`config.mk`:
```
export PLATFORM = sky130hd
export DESIGN_NAME = cordicp_result_fifo_flat
export DESIGN_NICKNAME = d
export VERILOG_FILES = /design/src/rtl/cordicp_result_fifo_if.sv /design/src/rtl/cordicp_result_fifo.sv /design/src/flat_wrapper.sv
export SDC_FILE = /design/constraint.sdc
export NUM_CORES = 1
export LEC_CHECK = 0
export BUFFER_PORTS_ARGS = -buffer_cell sky130_fd_sc_hd__buf_2
export CAP_MARGIN = 15
export CORE_MARGIN = 2
export CORE_UTILIZATION = 50
export CTS_CLUSTER_DIAMETER = 30
export CTS_CLUSTER_SIZE = 28
export DETAILED_ROUTE_END_ITERATION = 12
export PLACE_DENSITY = 0.74
export SLEW_MARGIN = 0
export SYNTH_ARGS = -nofsm -noshare
export SYNTH_HDL_FRONTEND = slang
export SYNTH_SLANG_ARGS = --single-unit
```
`constraint.sdc`:
```
create_clock -name clk -period 3.3 [get_ports clk]
set_input_delay 0.495 -clock clk [delete_from_list [all_inputs] [get_ports clk]]
set_output_delay 0.495 -clock clk [all_outputs]
set_load 0.03 [all_outputs]
```
`src/rtl/cordicp_result_fifo_if.sv`:
```
// cordicp_result_fifo_if: result-path handshake, occupancy and overflow signals of the result FIFO.
interface cordicp_result_fifo_if #(parameter int ADDR_W = 2, parameter int DROP_W = 8);
  logic [63:0] in_y;
  logic in_valid;
  logic [31:0] out_data;
  logic out_sat;
  logic out_valid;
  logic out_ready;
  logic [ADDR_W:0] count;
  logic afull;
  logic ovf;
  logic ovf_clr;
  logic [DROP_W-1:0] drop_cnt;
  modport master(output in_y, in_valid, out_ready, ovf_clr,
                 input out_data, out_sat, out_valid, count, afull, ovf, drop_cnt);
  modport slave(input in_y, in_valid, out_ready, ovf_clr,
                output out_data, out_sat, out_valid, count, afull, ovf, drop_cnt);
endinterface

```
`src/rtl/cordicp_result_fifo.sv`:
```
// cordicp_result_fifo: 32.32 -> saturated 16.16 result FIFO with first-word fall-through output.
// Define CORDICP_RESULT_ROUND_EN for round-half-up instead of truncation.
module cordicp_result_fifo #(
  parameter int ADDR_W = 2,
  parameter int DROP_W = 8
) (
  input logic clk,
  input logic rst,
  cordicp_result_fifo_if.slave bus
);
  localparam logic [ADDR_W:0] FULL = (ADDR_W+1)'(2**ADDR_W);
  logic [32:0] mem [2**ADDR_W];
  logic [ADDR_W-1:0] wr_ptr, rd_ptr, rd_nxt;
  logic [ADDR_W:0] cnt, cnt_nxt;
  logic [31:0] data, out_data;
  logic sat, out_sat, ovf;
  logic [32:0] head;
  logic [DROP_W-1:0] drop_cnt;
  logic full, pop, push, drop;
  logic unused_lsb;
  assign unused_lsb = ^bus.in_y[15:0];
`ifdef CORDICP_RESULT_ROUND_EN
  logic [32:0] rsum;
  assign rsum = {1'b0, bus.in_y[47:16]} + 33'(bus.in_y[15]);
  assign sat = |bus.in_y[63:48] | rsum[32];
  assign data = sat ? '1 : rsum[31:0];
`else
  assign sat = |bus.in_y[63:48];
  assign data = sat ? '1 : bus.in_y[47:16];
`endif
  assign full = cnt == FULL;
  assign pop = (cnt != '0) & bus.out_ready;
  assign push = bus.in_valid & (~full | pop);
  assign drop = bus.in_valid & full & ~pop;
  assign rd_nxt = rd_ptr + ADDR_W'(pop);
  assign cnt_nxt = cnt + (ADDR_W+1)'(push) - (ADDR_W+1)'(pop);
  // The next head is the incoming word only when it lands in the slot the read pointer moves to.
  assign head = (push && wr_ptr == rd_nxt) ? {sat, data} : mem[rd_nxt];
  always_ff @(posedge clk)
    if (push) mem[wr_ptr] <= {sat, data};
  always_ff @(posedge clk) begin
    if (rst) begin
      wr_ptr <= '0;
      rd_ptr <= '0;
      cnt <= '0;
      out_data <= '0;
      out_sat <= 1'b0;
      ovf <= 1'b0;
      drop_cnt <= '0;
    end else begin
      if (push) wr_ptr <= wr_ptr + 1'b1;
      rd_ptr <= rd_nxt;
      cnt <= cnt_nxt;
      if (cnt_nxt != '0) {out_sat, out_data} <= head;
      ovf <= drop | (ovf & ~bus.ovf_clr);
      if (drop) drop_cnt <= bus.ovf_clr ? DROP_W'(1) : (&drop_cnt ? drop_cnt : drop_cnt + 1'b1);
      else if (bus.ovf_clr) drop_cnt <= '0;
    end
  end
  assign bus.out_data = out_data;
  assign bus.out_sat = out_sat;
  assign bus.out_valid = cnt != '0;
  assign bus.count = cnt;
  assign bus.afull = cnt >= FULL - 1'b1;
  assign bus.ovf = ovf;
  assign bus.drop_cnt = drop_cnt;
endmodule
```
`src/flat_wrapper.sv`:
```
// flat-port wrapper written by rule: the top's interface ports become plain ports
module cordicp_result_fifo_flat 
#(
  parameter int ADDR_W = 2,
  parameter int DROP_W = 8
)
  (clk, rst, bus_in_y, bus_in_valid, bus_out_ready, bus_ovf_clr, bus_out_data, bus_out_sat, bus_out_valid, bus_count, bus_afull, bus_ovf, bus_drop_cnt);
  cordicp_result_fifo_if #(.ADDR_W(ADDR_W), .DROP_W(DROP_W)) bus_i ();
  input logic clk;
  input logic rst;
  input wire logic [$bits(bus_i.in_y)-1:0] bus_in_y;
  input wire logic [$bits(bus_i.in_valid)-1:0] bus_in_valid;
  input wire logic [$bits(bus_i.out_ready)-1:0] bus_out_ready;
  input wire logic [$bits(bus_i.ovf_clr)-1:0] bus_ovf_clr;
  output wire logic [$bits(bus_i.out_data)-1:0] bus_out_data;
  output wire logic [$bits(bus_i.out_sat)-1:0] bus_out_sat;
  output wire logic [$bits(bus_i.out_valid)-1:0] bus_out_valid;
  output wire logic [$bits(bus_i.count)-1:0] bus_count;
  output wire logic [$bits(bus_i.afull)-1:0] bus_afull;
  output wire logic [$bits(bus_i.ovf)-1:0] bus_ovf;
  output wire logic [$bits(bus_i.drop_cnt)-1:0] bus_drop_cnt;
  assign bus_i.in_y = bus_in_y;
  assign bus_i.in_valid = bus_in_valid;
  assign bus_i.out_ready = bus_out_ready;
  assign bus_i.ovf_clr = bus_ovf_clr;
  assign bus_out_data = bus_i.out_data;
  assign bus_out_sat = bus_i.out_sat;
  assign bus_out_valid = bus_i.out_valid;
  assign bus_count = bus_i.count;
  assign bus_afull = bus_i.afull;
  assign bus_ovf = bus_i.ovf;
  assign bus_drop_cnt = bus_i.drop_cnt;
  cordicp_result_fifo #(.ADDR_W(ADDR_W), .DROP_W(DROP_W)) u_core (.clk(clk), .rst(rst), .bus(bus_i));
endmodule
```
==> summary.md <==
| Metric | Value |
|---|---|
| Post-synthesis sequential area ratio | `66.00%` |
| Predominant post-synthesis flop cell | `edfxtp_1` |
| Slew margin rel. | `37.83%` |
| TritonCTS clock tree | `built` |
| Post-cts resize count | `0` |
| Placed Area | `between 8000 and 9000 µm²` |
| Detailed-route DRC error count | `0` |
| Main combinational cell family by area after synthesis | `simple AND/OR/NAND/NOR gates` |
| Initial DRC count | `383` |
| Skew-Pair Late Insertion Delay | `0.43 ns` |
| Initial Util | `51.36%` |
| Post-Synthesis Net Count | `589` |
| Clk sinks | `181` |
| DRT Wirelength | `15.95 mm` |
| Ports | `116` |
| Diode count | `0` |
| Post-synth EDFFs | `~130` |
| Count of cell types in the netlist | `43` |
| Min Tclk post-route | `3.104 ns` |
| Post-Route M1 WL | `6.698 mm` |
| Yosys warns | `0` |
| Most common cell after layout, fill and taps aside | `edfxtp_1` |
| Most frequent cells in the layout | `edfxtp_1, buf_2, nor4_1, dfxtp_1, nor2_1` |
| Post-CTS Setup Inserts | `0` |
| CP arrival | `3.41 ns` |
| Maximum vdd drop | `about 540 µV` |
| Nets | `688` |
| MaxCap Viol Count | `0` |
| Yosys reg bits | `181` |
| Share of cells above drive strength 1 | `a little over a third` |
| Crit path required time | `3.61 ns` |
| CP Class | `flip-flop to flip-flop` |
| Number of global-route vias before repair | `~4800` |
| Chip Width | `approximately 130 µm` |
| CTS Buffer Depth | `2` |
| Buffers on Ports | `99` |
| Routed wl met2 | `8.002 mm` |
| Mux cell area share after synthesis | `10.05%` |
| Cts bufs inserted | `17` |
| Max layer used | `met4` |
| Post-Synth Simple-Gate Area | `15.48%` |
| Leakage | `3.111 nW` |
| Site row count | `between 40 and 50` |
| GRT overflow | `0` |
| Post-route ant nets | `0` |
| Min-delay worst type | `input port to flip-flop` |
| Via count | `4647` |
| Post-synthesis compound-gate area fraction | `2.572%` |
| H-tree Lvls | `4` |
| Cts hold-fix bufs | `0` |
| Final hold vios | `0` |
| Slew at the pin closest to its max-slew limit | `0.9326 ns` |
| Tot GR Track Use | `between 20% and 30%` |
| Worst Skew | `0.01003 ns` |
| Post-Synthesis Cells | `between 500 and 600` |
| Ys async rst share | `0%` |
| Post-detail-place hpwl | `9.625 mm` |
| Die Ht | `126.4 µm` |
| Xor-xnor portion of the synthesized cell area | `0.8851%` |
| P&R area growth vs syn | `18.57%` |
| Sequential cell area | `4945 µm²` |
| Adder-Cell Fraction of Synth Area | `1.770%` |
| Mean Syn Cell Area | `14.69 µm²` |
| CP endpoint kind | `flip-flop` |
| CTS clock-pin slew for the worst setup and hold paths | `approximately 0.06 ns` |
| Global-route wire length before repair | `25.42 mm` |
| Area of the multi-input gates | `2336 µm²` |
| RePlAce Congestion | `between 0.7 and 0.8` |
| Max-slew violations | `0` |
| Fillers | `1073` |
| Post-Syn Area | `7492 µm²` |
| Pin count of the biggest net entering global routing | `61` |
| Final non-filler cell area | `8884 µm²` |
| Final TNS setup | `0 ns` |
| Worst-path fanout max | `14` |
| RSZ-0062 raised after global routing | `no` |
| P per Cell Area | `951.3 nW/µm²` |
| Core area | `14590 µm²` |
| DR pass1 iterations | `5` |
| Fmax | `322.2 MHz` |
| DR WL/cell | `19.79 µm` |
| Vias/cell | `approximately 5.8` |
| Die Area | `15980 µm²` |
| WL met3 | `975 µm` |
| CTS root buffer | `clkbuf_16` |
| Final setup margin | `0.1963 ns` |
| Setup Viol. Count Final | `0` |
| Status | `completed` |
| Period Utilization, post-route | `94.05%` |
| Place WS | `between 0.03 and 0.04 ns` |
| Antenna violations before repair | `0` |
| Critical path launch point type | `flip-flop` |
[per-stage QoR]
stage	util, %	power [mW]	std cells	hold WS, ns
2_1_floorplan	-	5.318	510	0.5649
3_3_place_gp	56.35	6.204	773	0.4494
3_5_place_dp	56.35	6.262	773	0.4619
4_1_cts	60.86	8.506	805	0.3518
5_1_grt	60.89	8.849	806	0.3690
6_report	60.89	8.451	806	0.3731
[cells by family (layout without fill, tap and decap cells)]
kind of cell | count (synthesis) | after routing
simple gates | 195 | 195
fa+ha+maj | 10 | 10
buf+inv | 53 | 165
mux | 34 | 34
compound gates | 31 | 31
flops | 181 | 181
xor+xnor | 6 | 6
[registers in the layout, summed over array words and instances, names as in the netlist]
signal               cells
u_core.bus.out_data     32
u_core.bus.out_sat       1
u_core.bus.ovf           1
u_core.rd_ptr            2
u_core.mem             132
u_core.wr_ptr            2
u_core.bus.count         3
u_core.bus.drop_cnt      8
[Yosys cell counts, types with 9 or more instances]
cell type	number	area (µm²)
edfxtp_1	132	3964
nor4_1	51	319.1
dfxtp_1	49	980.9
nor2_1	39	146.4
mux4_2	33	743.2
or2_2	24	150.1
inv_1	19	71.32
nor3_2	19	190.2
nand2_1	18	67.56
clkbuf_1	17	63.81
nand3_1	14	70.07
a21oi_1	11	55.05
buf_2	11	55.05
ha_1	9	112.6
o211ai_1	9	67.56
[worst paths after layout]
path / from / endpoint / slack [ns] / cells after the start
setup reg to reg: u_core.bus.count[1]$_SDFF_PP0_ / u_core.bus.out_data[30]$_SDFFE_PP0P_ / 0.20 / 9
setup / recovery: u_core.bus.count[1]$_SDFF_PP0_ / u_core.bus.out_data[30]$_SDFFE_PP0P_ / 0.20 / 9
hold reg to reg: u_core.bus.ovf$_SDFF_PP0_ / u_core.bus.ovf$_SDFF_PP0_ / 0.47 / 2
hold / removal: bus_ovf_clr / u_core.bus.ovf$_SDFF_PP0_ / 0.37 / 4
[power breakdown]
| part | total, mW | switching (mW) | internal (mW) |
|---|---|---|---|
| clock network | 2.24 | 0.802 | 1.44 |
| logic | 3.29 | 2.04 | 1.25 |
| registers | 2.92 | 0.164 | 2.76 |
| total | 8.45 | 3.01 | 5.44 |
[worst max-delay path, cell delays in order (launching register included)]
cell and delay (ns):
dfxtp_1 0.36, or4b_1 0.57, and2_1 0.24, ha_1 0.23, fa_1 0.43, xor2_1 0.20
nor3_2 0.28, buf_4 0.31, nor3_2 0.07, nor4_1 0.29
[per-layer routing]
metal | global-route usage (%) | vias up
met5 | 0 | -
met4 | 6.981 | 0
met3 | 5.483 | 16
met2 | 34.04 | 167
met1 | 27.13 | 2316
li1 | - | 2148
[layout make-up]
type	count	area share (%)
clock buffers	23	5.155
repair buffers	114	7.239
multi-input cells	276	26.30
well taps	184	2.592
flip-flops and latches	181	55.66
clock inverters	9	2.254
inverters	19	0.8028
Note: power is estimated with default switching activity, not from simulation.
